### src/rtl/pwm_update_ctrl_if.sv
// Configuration handshake bundle for pwm_update_ctrl: a period/compare pair
// offered with valid/ready.
interface pwm_update_ctrl_if #(
  parameter int WIDTH = 12
);
  logic             cfg_valid;
  logic             cfg_ready;
  logic [WIDTH-1:0] cfg_period;
  logic [WIDTH-1:0] cfg_compare;

  modport master (
    output cfg_valid,
    output cfg_period,
    output cfg_compare,
    input  cfg_ready
  );

  modport slave (
    input  cfg_valid,
    input  cfg_period,
    input  cfg_compare,
    output cfg_ready
  );
endinterface

### src/rtl/pwm_update_ctrl.sv
// Run/stop controller for the PWM timebase with shadowed period/compare
// registers that are applied atomically at the counter-zero boundary.
module pwm_update_ctrl #(
  parameter int WIDTH      = 12,
  parameter int DEF_PERIOD = 1000,
  parameter int DEF_CMP    = 20
) (
  input  logic             Clock,
  input  logic             Rst,
  input  logic             start,
  input  logic             stop,
  pwm_update_ctrl_if.slave cfg,
  input  logic             Ctr_0,
  output logic             Clk_en,
  output logic             Load_en,
  output logic [WIDTH-1:0] Load,
  output logic [WIDTH-1:0] period,
  output logic [WIDTH-1:0] compare,
  output logic             busy,
  output logic             upd_done
);

  typedef enum logic [1:0] {
    IDLE    = 2'd0,
    PRELOAD = 2'd1,
    RUN     = 2'd2,
    DRAIN   = 2'd3
  } state_e;

  localparam logic [WIDTH-1:0] ONE_C = {{(WIDTH-1){1'b0}}, 1'b1};

  state_e           state_q, state_d;
  logic             pending_q, pending_d;
  logic [WIDTH-1:0] sh_period_q, sh_period_d;
  logic [WIDTH-1:0] sh_cmp_q, sh_cmp_d;
  logic [WIDTH-1:0] period_q, period_d;
  logic [WIDTH-1:0] compare_q, compare_d;
  logic [WIDTH-1:0] load_q, load_d;
  logic             clk_en_q, clk_en_d;
  logic             load_en_q, load_en_d;
  logic             upd_done_q, upd_done_d;

  logic             xfer_s;
  logic             apply_s;
  logic [WIDTH-1:0] san_period_s;
  logic [WIDTH-1:0] san_cmp_s;

  // Next-state, shadow capture/apply and registered-output decode
  always_comb begin
    state_d      = state_q;
    pending_d    = pending_q;
    sh_period_d  = sh_period_q;
    sh_cmp_d     = sh_cmp_q;
    period_d     = period_q;
    compare_d    = compare_q;
    load_d       = {WIDTH{1'b0}};
    upd_done_d   = 1'b0;

    xfer_s       = cfg.cfg_valid && !pending_q;
    san_period_s = (cfg.cfg_period == {WIDTH{1'b0}}) ? ONE_C : cfg.cfg_period;
    san_cmp_s    = (cfg.cfg_compare > san_period_s) ? san_period_s : cfg.cfg_compare;
    // Outside a running cycle there is no waveform to protect, so apply at once
    apply_s      = pending_q && ((state_q == IDLE) || (state_q == PRELOAD) || Ctr_0);

    case (state_q)
      IDLE:    if (start && !stop) state_d = PRELOAD; else state_d = IDLE;
      PRELOAD: state_d = RUN;
      RUN: begin
        if (stop) state_d = Ctr_0 ? IDLE : DRAIN;
        else      state_d = RUN;
      end
      DRAIN:   if (Ctr_0) state_d = IDLE; else state_d = DRAIN;
      default: state_d = IDLE;
    endcase

    if (apply_s) begin
      period_d   = sh_period_q;
      compare_d  = sh_cmp_q;
      pending_d  = 1'b0;
      upd_done_d = 1'b1;
    end else if (xfer_s) begin
      sh_period_d = san_period_s;
      sh_cmp_d    = san_cmp_s;
      pending_d   = 1'b1;
    end else begin
      pending_d = pending_q;
    end

    clk_en_d  = (state_d == RUN) || (state_d == DRAIN);
    load_en_d = (state_d == PRELOAD);
  end

  // State and output registers with synchronous reset
  always_ff @(posedge Clock) begin
    if (Rst) begin
      state_q     <= IDLE;
      pending_q   <= 1'b0;
      sh_period_q <= {WIDTH{1'b0}};
      sh_cmp_q    <= {WIDTH{1'b0}};
      period_q    <= WIDTH'(DEF_PERIOD);
      compare_q   <= WIDTH'(DEF_CMP);
      load_q      <= {WIDTH{1'b0}};
      clk_en_q    <= 1'b0;
      load_en_q   <= 1'b0;
      upd_done_q  <= 1'b0;
    end else begin
      state_q     <= state_d;
      pending_q   <= pending_d;
      sh_period_q <= sh_period_d;
      sh_cmp_q    <= sh_cmp_d;
      period_q    <= period_d;
      compare_q   <= compare_d;
      load_q      <= load_d;
      clk_en_q    <= clk_en_d;
      load_en_q   <= load_en_d;
      upd_done_q  <= upd_done_d;
    end
  end

  assign cfg.cfg_ready = !pending_q;
  assign busy          = (state_q != IDLE);
  assign Clk_en        = clk_en_q;
  assign Load_en       = load_en_q;
  assign Load          = load_q;
  assign period        = period_q;
  assign compare       = compare_q;
  assign upd_done      = upd_done_q;

endmodule

### src/flat_wrapper.sv
// flat-port wrapper written by rule: the top's interface ports become plain ports
module pwm_update_ctrl_flat 
#(
  parameter int WIDTH      = 12,
  parameter int DEF_PERIOD = 1000,
  parameter int DEF_CMP    = 20
)
  (Clock, Rst, start, stop, Ctr_0, Clk_en, Load_en, Load, period, compare, busy, upd_done, cfg_cfg_valid, cfg_cfg_period, cfg_cfg_compare, cfg_cfg_ready);
  pwm_update_ctrl_if #(.WIDTH(WIDTH)) cfg_i ();
  input  logic Clock;
  input  logic Rst;
  input  logic start;
  input  logic stop;
  input  logic Ctr_0;
  output logic Clk_en;
  output logic Load_en;
  output logic [WIDTH-1:0] Load;
  output logic [WIDTH-1:0] period;
  output logic [WIDTH-1:0] compare;
  output logic busy;
  output logic upd_done;
  input wire logic [$bits(cfg_i.cfg_valid)-1:0] cfg_cfg_valid;
  input wire logic [$bits(cfg_i.cfg_period)-1:0] cfg_cfg_period;
  input wire logic [$bits(cfg_i.cfg_compare)-1:0] cfg_cfg_compare;
  output wire logic [$bits(cfg_i.cfg_ready)-1:0] cfg_cfg_ready;
  assign cfg_i.cfg_valid = cfg_cfg_valid;
  assign cfg_i.cfg_period = cfg_cfg_period;
  assign cfg_i.cfg_compare = cfg_cfg_compare;
  assign cfg_cfg_ready = cfg_i.cfg_ready;
  pwm_update_ctrl #(.WIDTH(WIDTH), .DEF_PERIOD(DEF_PERIOD), .DEF_CMP(DEF_CMP)) u_core (.Clock(Clock), .Rst(Rst), .start(start), .stop(stop), .cfg(cfg_i), .Ctr_0(Ctr_0), .Clk_en(Clk_en), .Load_en(Load_en), .Load(Load), .period(period), .compare(compare), .busy(busy), .upd_done(upd_done));
endmodule
### config.mk
export PLATFORM = sky130hd
export DESIGN_NAME = pwm_update_ctrl_flat
export DESIGN_NICKNAME = d
export VERILOG_FILES = /design/src/rtl/pwm_update_ctrl_if.sv /design/src/rtl/pwm_update_ctrl.sv /design/src/flat_wrapper.sv
export SDC_FILE = /design/constraint.sdc
export NUM_CORES = 1
export LEC_CHECK = 0
export ABC_AREA = 1
export ABC_CLOCK_PERIOD_IN_PS = 3000
export CORE_UTILIZATION = 51
export DETAILED_ROUTE_END_ITERATION = 7
export GPL_TIMING_DRIVEN = 1
export PLACE_DENSITY = 0.8
export SLEW_MARGIN = 20
export SYNTH_ARGS = -nofsm -noshare
export SYNTH_HDL_FRONTEND = slang
export SYNTH_SLANG_ARGS = --single-unit
export TNS_END_PERCENT = 100
### constraint.sdc
create_clock -name Clock -period 3 [get_ports Clock]
set_input_delay 0.45 -clock Clock [delete_from_list [all_inputs] [get_ports Clock]]
set_output_delay 0.45 -clock Clock [all_outputs]
set_load 0.05 [all_outputs]
==> impl_metrics.tcl <==
set metrics [dict create \
    drv_slew 0 \
    via_per_inst 4.99 \
    netlist.area_leader.share 0.428 \
    coreArea_um2 4750 \
    rsz0062_at_grt "false" \
    setup_tns_ns 0 \
    max_freq_mhz 419 \
    antenna_found_initial 0 \
    synth_xor_area_frac 0 \
    clk_latency_ns 0.31 \
    r2r_start "u_core.pending_q" \
    htreeDepth 2 \
    grt_overflow 0 \
    met1_usage 0.293 \
    critPathLaunchType "input port" \
    maxCapViolCount 0 \
    synth_mux_area_frac 0 \
    setup_viol 0 \
    cp-startpoint "cfg_cfg_period[6]" \
    r2r_setup_slack_ns 1.42 \
    synthAdderAreaFrac 0.0594 \
    grt_max_degree 35 \
    clock-root-buffer "clkbuf_8" \
    worstSetupEndpointType "flop" \
    cts_hold_buf 0 \
    critPathSlowestCell "clkdlybuf4s50_1" \
    relSlewSlack 0.538 \
    grt-busiest-layer "met2" \
    syn_area_um2 2530 \
    dr.pass1.iters 4 \
    crit_top_cell "nand2_1" \
    power.density_nw_per_um2 510 \
    cts_buffer_depth 2 \
    rows 25 \
    cp.required_ns 3.25 \
    crit_fanout 13 \
    power_mw 1.63 \
    grt_pass1_vias 1843 \
    fin_area_um2 3190 \
    use_met3 0.0417 \
    dieArea_um2 5240 \
    cts_setup_buffers 0 \
    vias 2105 \
    place_area_um2 3100 \
    fin_worst_skew_ns 0.00579 \
    drc 0 \
    clkTransAtPathRegs_ns 0.10 \
    start_util 0.532 \
    ant_nets 0 \
    routed_wl_um 5410 \
    dieHeight_um 72.4 \
    first_iter_violations 102 \
    ys_seq_elements 54 \
    ys_types 27 \
    final.min_clock_period_ns 2.39 \
    postSynthAreaPerCell_um2 8.48 \
    crit_path_cell_trace "clkdlybuf4s50_1 -> inv_1 -> nand4_1 -> nor2_1 -> nor2_1 -> inv_1 -> ha_1 -> inv_1 -> nand2_1 -> nand2_1 -> nand2_1 -> nand2_1 -> nand2_1 -> nand3_2 -> nand2_2 -> nand2_1 -> nand3_1 -> a21oi_1" \
    p_leak_nw 1.42 \
    cts_tree "done" \
    hpwlAfterDp_um 4190 \
    grt_pass1_wl_um 8660 \
    yosysWarnings 0 \
    met2_usage 0.328 \
    vdd_ir_drop_max_mv 0.333 \
    status "completed" \
    worst_slew_pin_slew_ns 0.692 \
    area_growth_pct 26.4 \
    slowest_delay_ns 0.45 \
    cts-buffers-inserted 5 \
    min_path_type "reg2reg" \
    nets 396 \
    synth_compound_area_frac 0.184 \
    io_buffer_count 58 \
    finalCritPeriodShare 0.795 \
    cp.arrival_ns 2.63 \
    worstSetupPathType "in2reg" \
    gp_congestion 0.868 \
    drive_above_1_share 0.149 \
    io_pins 71 \
    synth_area_leaders "dfxtp_1 43%, inv_1 6.2%, ha_1 5.9%" \
    routedWlPerCell_um 12.8 \
    hold_path_startpoint "u_core.period[0]" \
    antenna-diode-count 0 \
    hold_viol 0 \
    cts.sinks 54 \
    ys_seq_area_frac 0.428 \
    die_w_um 72.4 \
    cts_resized 0 \
    netlist_instances 298 \
    yosys.area.top_type "dfxtp_1" \
    yosys.area_share.simple 0.194 \
    synth_top_family_by_area "simple AND/OR/NAND/NOR gates" \
    track_usage 0.215 \
]
==> routing by layer <==
metal | wire length [µm] | part of all wire
met1 | 2520 | 0.47
met4 | 163 | 0.030
met2 | 2430 | 0.45
met5 | 0 | 0
met3 | 297 | 0.055
==> layout make-up <==
class / count / area, µm²
clock buffers: 5 / 68.8
well taps: 67 / 83.8
flip-flops and latches: 54 / 1080
multi-input cells: 185 / 1150
fillers: 415 / 1560
repair buffers: 62 / 611
inverters: 46 / 173
clock inverters: 3 / 28.8
==> worst paths after layout <==
path | depth (start not counted) | endpoint
hold reg to reg | 2 | u_core.period[0]
setup / recovery | 18 | u_core.sh_cmp_q[0]
setup reg to reg | 4 | u_core.period[9]
hold / removal | 2 | u_core.period[0]
==> cell usage after synthesis, drive strengths merged <==
master  count
nand4       3
ha         12
nor2       16
o31ai       1
clkbuf      4
nand2      47
nor3        1
or2         1
o21ai      13
a21o        1
o22a        8
a22o       15
conb        1
dfxtp      54
nand3      26
inv        46
a21oi      29
buf        20
==> placed cells by master, fill, tap and decap left out, types with 13 or more instances in the layout <==
cell type,instances
a22o_1,15
nand2_1,35
nand3_1,15
a21oi_1,19
clkdlybuf4s50_1,58
dfxtp_1,54
inv_1,42
nor2_1,13
==> cells by family after synthesis <==
logic type | Yosys count
other cells | 1
fa+ha+maj | 12
buf+inv | 70
compound gates | 67
simple gates | 94
flops | 54
==> flip-flops by register name, indices dropped and copies added, names as in the netlist <==
signal,count
u_core.compare,12
u_core.period,12
u_core.Clk_en,1
u_core.state_q,2
u_core.Load_en,1
u_core.sh_period_q,12
u_core.pending_q,1
u_core.sh_cmp_q,12
u_core.upd_done,1
==> report_power, final <==
part	internal [mW]	total [mW]	switching (mW)
logic	0.143	0.406	0.263
registers	0.767	0.794	0.0271
clock network	0.173	0.429	0.255
total	1.08	1.63	0.545
==> metrics by stage <==
stage               instances  hold WS (ns)  utilization  worst slack [ns]
CTS                       422         0.485        0.672             0.626
global placement          414         0.456        0.651             0.392
detailed placement        414         0.457        0.651             0.296
floorplan                 309         0.446            -              1.12
global route              422         0.497        0.672             0.375
finish                    422         0.482        0.672             0.614
==> critical path, delay by kind of cell <==
| kind | cells | cell delay [ns] |
|---|---|---|
| simple gates | 12 | 1.18 |
| compound gates | 1 | 0.14 |
| fa+ha+maj | 1 | 0.18 |
| buf+inv | 4 | 0.68 |
Note: power is estimated with default switching activity, not from simulation.
